File: src/rtl/riscv_pkg.sv
// Shared RISC-V pipeline encodings used by the writeback stage.
//   RES_*  : result-source select codes carried down the pipeline.
//   F3_*   : load funct3 codes that pick width and extension of a load.
package riscv_pkg;

  localparam logic [1:0] RES_ALU  = 2'b00;
  localparam logic [1:0] RES_LOAD = 2'b01;
  localparam logic [1:0] RES_PC4  = 2'b10;
  localparam logic [1:0] RES_IMM  = 2'b11;

  localparam logic [2:0] F3_LB  = 3'b000;
  localparam logic [2:0] F3_LH  = 3'b001;
  localparam logic [2:0] F3_LW  = 3'b010;
  localparam logic [2:0] F3_LD  = 3'b011;
  localparam logic [2:0] F3_LBU = 3'b100;
  localparam logic [2:0] F3_LHU = 3'b101;
  localparam logic [2:0] F3_LWU = 3'b110;

endpackage

File: src/rtl/writeback_stage_pipelined_load_extend.sv
// Combinational load extraction and sign/zero extension.
// Ports:
//   data     : raw aligned data-memory word (XLEN bits)
//   funct3   : load funct3 (LB/LH/LW/LD/LBU/LHU/LWU, 111 gives zero)
//   addr_low : byte offset of the load address
//   ext      : extracted and extended load value
module load_extend
  import riscv_pkg::*;
#(
  parameter int XLEN = 64
) (
  input  logic [XLEN-1:0] data,
  input  logic [2:0]      funct3,
  input  logic [2:0]      addr_low,
  output logic [XLEN-1:0] ext
);

  logic [2:0]      lane_s;
  logic [XLEN-1:0] byte_sh_s;
  logic [XLEN-1:0] half_sh_s;
  logic [XLEN-1:0] word_sh_s;

  // A 32-bit word has only four byte lanes, so the top offset bit is dropped.
  assign lane_s    = (XLEN == 64) ? addr_low : {1'b0, addr_low[1:0]};
  // Move the addressed lane down to bit 0; lower offset bits are ignored for wider accesses.
  assign byte_sh_s = data >> {lane_s, 3'b000};
  assign half_sh_s = data >> {lane_s[2:1], 4'b0000};
  assign word_sh_s = data >> {lane_s[2], 5'b00000};

  // Width selection and extension; the fill pattern is written first and the low field overlaid.
  always_comb begin
    ext = '0;
    case (funct3)
      F3_LB: begin
        ext      = {XLEN{byte_sh_s[7]}};
        ext[7:0] = byte_sh_s[7:0];
      end
      F3_LBU: begin
        ext      = '0;
        ext[7:0] = byte_sh_s[7:0];
      end
      F3_LH: begin
        ext       = {XLEN{half_sh_s[15]}};
        ext[15:0] = half_sh_s[15:0];
      end
      F3_LHU: begin
        ext       = '0;
        ext[15:0] = half_sh_s[15:0];
      end
      F3_LW: begin
        ext       = {XLEN{word_sh_s[31]}};
        ext[31:0] = word_sh_s[31:0];
      end
      // On a 32-bit datapath LD and LWU collapse to a plain LW.
      F3_LD: begin
        if (XLEN == 64) begin
          ext = data;
        end else begin
          ext       = {XLEN{word_sh_s[31]}};
          ext[31:0] = word_sh_s[31:0];
        end
      end
      F3_LWU: begin
        if (XLEN == 64) begin
          ext       = '0;
          ext[31:0] = word_sh_s[31:0];
        end else begin
          ext       = {XLEN{word_sh_s[31]}};
          ext[31:0] = word_sh_s[31:0];
        end
      end
      default: ext = '0;
    endcase
  end

endmodule

File: src/rtl/writeback_stage_pipelined.sv
// Registered MEM/WB boundary: selects the writeback result (ALU, load,
// PC+4, immediate), extends loads, and counts retired instructions.
// Ports:
//   clk, rst_n        : clock (rising edge), asynchronous active-low reset
//   stall_i, flush_i  : hold all WB state / kill the captured instruction
//   *_m               : MEM-stage instruction fields and operands
//   valid_w, reg_write_w, rd_w, result_w : register-file write port and forwarding value
//   instret_o         : retired-instruction counter (wraps)
module writeback_stage_pipelined
  import riscv_pkg::*;
#(
  parameter int XLEN  = 64,
  parameter int CNT_W = 64
) (
  input  logic             clk,
  input  logic             rst_n,
  input  logic             stall_i,
  input  logic             flush_i,
  input  logic             valid_m,
  input  logic             reg_write_m,
  input  logic [4:0]       rd_m,
  input  logic [1:0]       result_src_m,
  input  logic [2:0]       load_funct3_m,
  input  logic [2:0]       addr_low_m,
  input  logic [XLEN-1:0]  alu_result_m,
  input  logic [XLEN-1:0]  read_data_m,
  input  logic [XLEN-1:0]  pc_plus4_m,
  input  logic [XLEN-1:0]  imm_m,
  output logic             valid_w,
  output logic             reg_write_w,
  output logic [4:0]       rd_w,
  output logic [XLEN-1:0]  result_w,
  output logic [CNT_W-1:0] instret_o
);

  logic [XLEN-1:0]  load_val_s;
  logic [XLEN-1:0]  result_s;
  logic             valid_r;
  logic             reg_write_r;
  logic [4:0]       rd_r;
  logic [XLEN-1:0]  result_r;
  logic [CNT_W-1:0] instret_r;

  load_extend #(.XLEN(XLEN)) u_load_extend (
    .data     (read_data_m),
    .funct3   (load_funct3_m),
    .addr_low (addr_low_m),
    .ext      (load_val_s)
  );

  // Result source select.
  always_comb begin
    result_s = alu_result_m;
    case (result_src_m)
      RES_ALU:  result_s = alu_result_m;
      RES_LOAD: result_s = load_val_s;
      RES_PC4:  result_s = pc_plus4_m;
      RES_IMM:  result_s = imm_m;
      default:  result_s = alu_result_m;
    endcase
  end

  // MEM/WB boundary registers; flush wins over stall and never counts a retirement.
  always_ff @(posedge clk or negedge rst_n) begin
    if (!rst_n) begin
      valid_r     <= 1'b0;
      reg_write_r <= 1'b0;
      rd_r        <= 5'd0;
      result_r    <= '0;
      instret_r   <= '0;
    end else if (flush_i) begin
      valid_r     <= 1'b0;
      reg_write_r <= 1'b0;
      rd_r        <= rd_m;
      result_r    <= result_s;
    end else if (!stall_i) begin
      valid_r     <= valid_m;
      // x0 is hardwired to zero, so a write to it is never requested.
      reg_write_r <= valid_m & reg_write_m & (rd_m != 5'd0);
      rd_r        <= rd_m;
      result_r    <= result_s;
      if (valid_m) begin
        instret_r <= instret_r + {{(CNT_W-1){1'b0}}, 1'b1};
      end else begin
        instret_r <= instret_r;
      end
    end else begin
      valid_r     <= valid_r;
      reg_write_r <= reg_write_r;
      rd_r        <= rd_r;
      result_r    <= result_r;
      instret_r   <= instret_r;
    end
  end

  assign valid_w     = valid_r;
  assign reg_write_w = reg_write_r;
  assign rd_w        = rd_r;
  assign result_w    = result_r;
  assign instret_o   = instret_r;

endmodule

File: config.mk
export PLATFORM = sky130hd
export DESIGN_NAME = writeback_stage_pipelined
export DESIGN_NICKNAME = d
export VERILOG_FILES = /design/src/rtl/riscv_pkg.sv /design/src/rtl/writeback_stage_pipelined_load_extend.sv /design/src/rtl/writeback_stage_pipelined.sv
export SDC_FILE = /design/constraint.sdc
export NUM_CORES = 1
export LEC_CHECK = 0
export CORE_AREA = 4 4 157 159
export DETAILED_ROUTE_END_ITERATION = 8
export DIE_AREA = 0 0 161 163
export PLACE_DENSITY = 0.75
export SYNTH_ARGS = -nofsm -noshare
export SYNTH_HDL_FRONTEND = slang
export SYNTH_SLANG_ARGS = --single-unit
File: constraint.sdc
create_clock -name clk -period 2.4 [get_ports clk]
set_input_delay 0.48 -clock clk [delete_from_list [all_inputs] [get_ports clk]]
set_output_delay 0.48 -clock clk [all_outputs]
set_load 0.005 [all_outputs]
==> qor.txt <==
outcome: finished, final reports clean
slew margin rel.: 0.559
Post-DP Area: 0.0135 mm²
top_reg_cell synth: dfrtp_1
Peak supply drop: 0.345 mV
Port Buffers: 409
Final Core Density: 0.606
post-synth cell types: 56
most common cell after layout, fill and taps aside: clkdlybuf4s50_1
power per cell area: 504 mW/mm²
Finish-stage setup viols: 0
syn nets: 1131
Fmax: 438 MHz
Synth area leaders: dfrtp_1, mux2_2, a221o_1
reg2reg setup slack: 0.25 ns
worst hold slack: 0.472 ns
Starting Density: 0.369
Die H: 163 µm
DRT Pass-1 Iters: 9
Max Clock Skew: 0.0104 ns
Placeable Area: 0.0233 mm²
post-route ant nets: 0
Post-synth ARST share: 1.00
clk buf depth: 2
final-report hold violation count: 0
fin crit share: 0.950
hold path depth: 2
initial antenna violation count: 4
startpoint types: input pin
setup bufs post-CTS: 0
Final GP Congestion: 0.906
nets@finish: 1570
H-tree Lvls: 4
Worst-Margin Slew: 0.662 ns
Hold Path End: rd_w[2]
Design Area, Final: 0.0141 mm²
max cap viols: 0
TritonCTS Buffers: 17
largest net degree at the start of global routing: 53
Total GRT Usage: 0.279
vias in the first global route: 9251
TritonCTS clock tree: done
fill count: 2021
Reg2Reg Capture Point: instret_o[45]
critical path class: in -> reg
top-area cell type share of the netlist area: 0.394
Final min period: 2.28 ns
die area: 0.0262 mm²
first-pass GRT wire length: 56000 µm
clock root buffer: clkbuf_16
Critical Path AT: 2.56 ns
most frequent cells in the layout: clkdlybuf4s50_1, dfrtp_1, buf_4
final non-filler cell total: 1628
area grow syn2layout: 64.4%
vias per cell: 5.68
Worst Reg-to-Reg Cells: 5
Remaining DRCs: 0
grt ovf: 0
Mapped Area: 0.00858 mm²
max-slew violation count: 0
YS warnings: 0
Worst Path Required: 2.68 ns
Die W: 161 µm
area leader, netlist: dfrtp_1
share of cells above drive strength 1: 0.158
Routed WL: 38200 µm
Critical Path Fanout Max: 17
Seq cells post-synth: 135
hold path start: rd_w[2]
crit end category: register
DR iter-0 viols: 750
Rows: 56
Wirelength per Cell: 23.5 µm
Hold Path Class: reg -> reg
dpl cells: 1593
routed via count: 9248
DP Wirelength: 30600 µm
Reg-to-Reg Start: instret_o[21]
EDFF count, synth: 0
TNS Setup: 0 ns
Worst-Skew Late Latency: 0.42 ns
post-synthesis sequential area ratio: 0.394
leak pwr: 5.65 nW
Avg Synthesized Cell Area: 10.0 µm²
RSZ-0062 raised after global routing: no
# clock sinks: 135
CTS clock-pin slew for the worst setup and hold paths: 0.06 ns
Post-Syn Instances: 855
Top-Level Pins: 410
==> what timing repair did <==
item | CTS | global route
gates resized for setup | 0 | 1
endpoints found under the setup margin | 0 | 1
hold buffers | 1 | 0
endpoints found under the hold margin | 10 | 0
==> per-layer routing <==
metal  wire [µm]  track usage  up-vias
li1            -            -     4197
met1       14600        0.339     4481
met2       19100        0.483      485
met3        3120       0.0699       81
met4        1440        0.100        4
met5          30            0        -
==> worst max-delay path by stage <==
| stage | startpoint | end | slack, ns | depth (start not counted) |
|---|---|---|---|---|
| final | addr_low_m[2] | result_w[10] | 0.12 | 8 |
| after global routing | addr_low_m[1] | result_w[39] | 0.07 | 7 |
| after CTS | addr_low_m[1] | result_w[30] | 0.14 | 7 |
| after detailed placement | addr_low_m[1] | result_w[43] | -0.32 | 7 |
| after global placement | addr_low_m[2] | result_w[10] | -0.24 | 8 |
| after floorplan | result_src_m[1] | result_w[5] | 0.32 | 6 |
==> stage by stage <==
| step | total power, mW | setup WS (ns) |
|---|---|---|
| floorplan | 3.30 | 0.317 |
| global placement | 4.59 | -0.241 |
| detailed placement | 4.61 | -0.316 |
| CTS | 7.16 | 0.145 |
| global route | 7.41 | 0.0675 |
| finish | 7.11 | 0.119 |
==> cells in the mapped netlist (all sizes together), types with 3 or more instances <==
library cell,n
mux2,47
o211ai,3
a22o,16
nor3,24
o22ai,17
o221ai,6
a222oi,21
mux4,16
a211oi,7
and4,7
dfrtp,135
nand3,25
nand2b,18
and2,6
clkbuf,52
xnor2,39
a221o,38
nand2,51
mux2i,36
a21oi,55
nand4,20
nor2,17
nor2b,5
o2bb2ai,8
a31oi,6
or3,7
and3,5
inv,13
xor2,24
nor4,9
o21ai,88
buf,16
==> power breakdown <==
part           total [mW]  internal, mW  switching (mW)
logic                1.98          1.16           0.820
registers            2.61          2.46           0.149
clock network        2.52          1.37            1.14
total                7.11          5.00            2.11
==> critical path, cell delays in order <==
cell and delay [ns]:
clkdlybuf4s50_1 0.61, buf_4 0.21, buf_12 0.17, inv_2 0.08, a31o_1 0.30, buf_4 0.21
a211oi_1 0.40, o21ai_1 0.10
==> logic make-up after synthesis <==
| logic type | count (synthesis) | synth area share |
|---|---|---|
| buffers and inverters | 81 | 0.0374 |
| AOI/OAI and AO/OA | 273 | 0.217 |
| xor gates and xnor gates | 63 | 0.0643 |
| muxes | 99 | 0.146 |
| and+or+nand+nor | 203 | 0.140 |
| adders and majority gates | 1 | 0.00146 |
| DFF | 135 | 0.394 |
==> cell type report <==
class,count,area [µm²],area share
Multi-Input combinational cell,639,4920,0.349
Tap cell,319,399,0.0283
Antenna cell,2,5.00,0.000355
Inverter,13,48.8,0.00346
Clock inverter,14,129,0.00914
Sequential cell,135,3380,0.240
Timing Repair Buffer,488,4790,0.340
Clock buffer,18,429,0.0304
==> sequential cells by signal, indices dropped and copies added, names as in the netlist <==
name	count
instret_o	64
rd_w	5
reg_write_w	1
result_w	64
valid_w	1
Power figures use the tool's default switching activity.
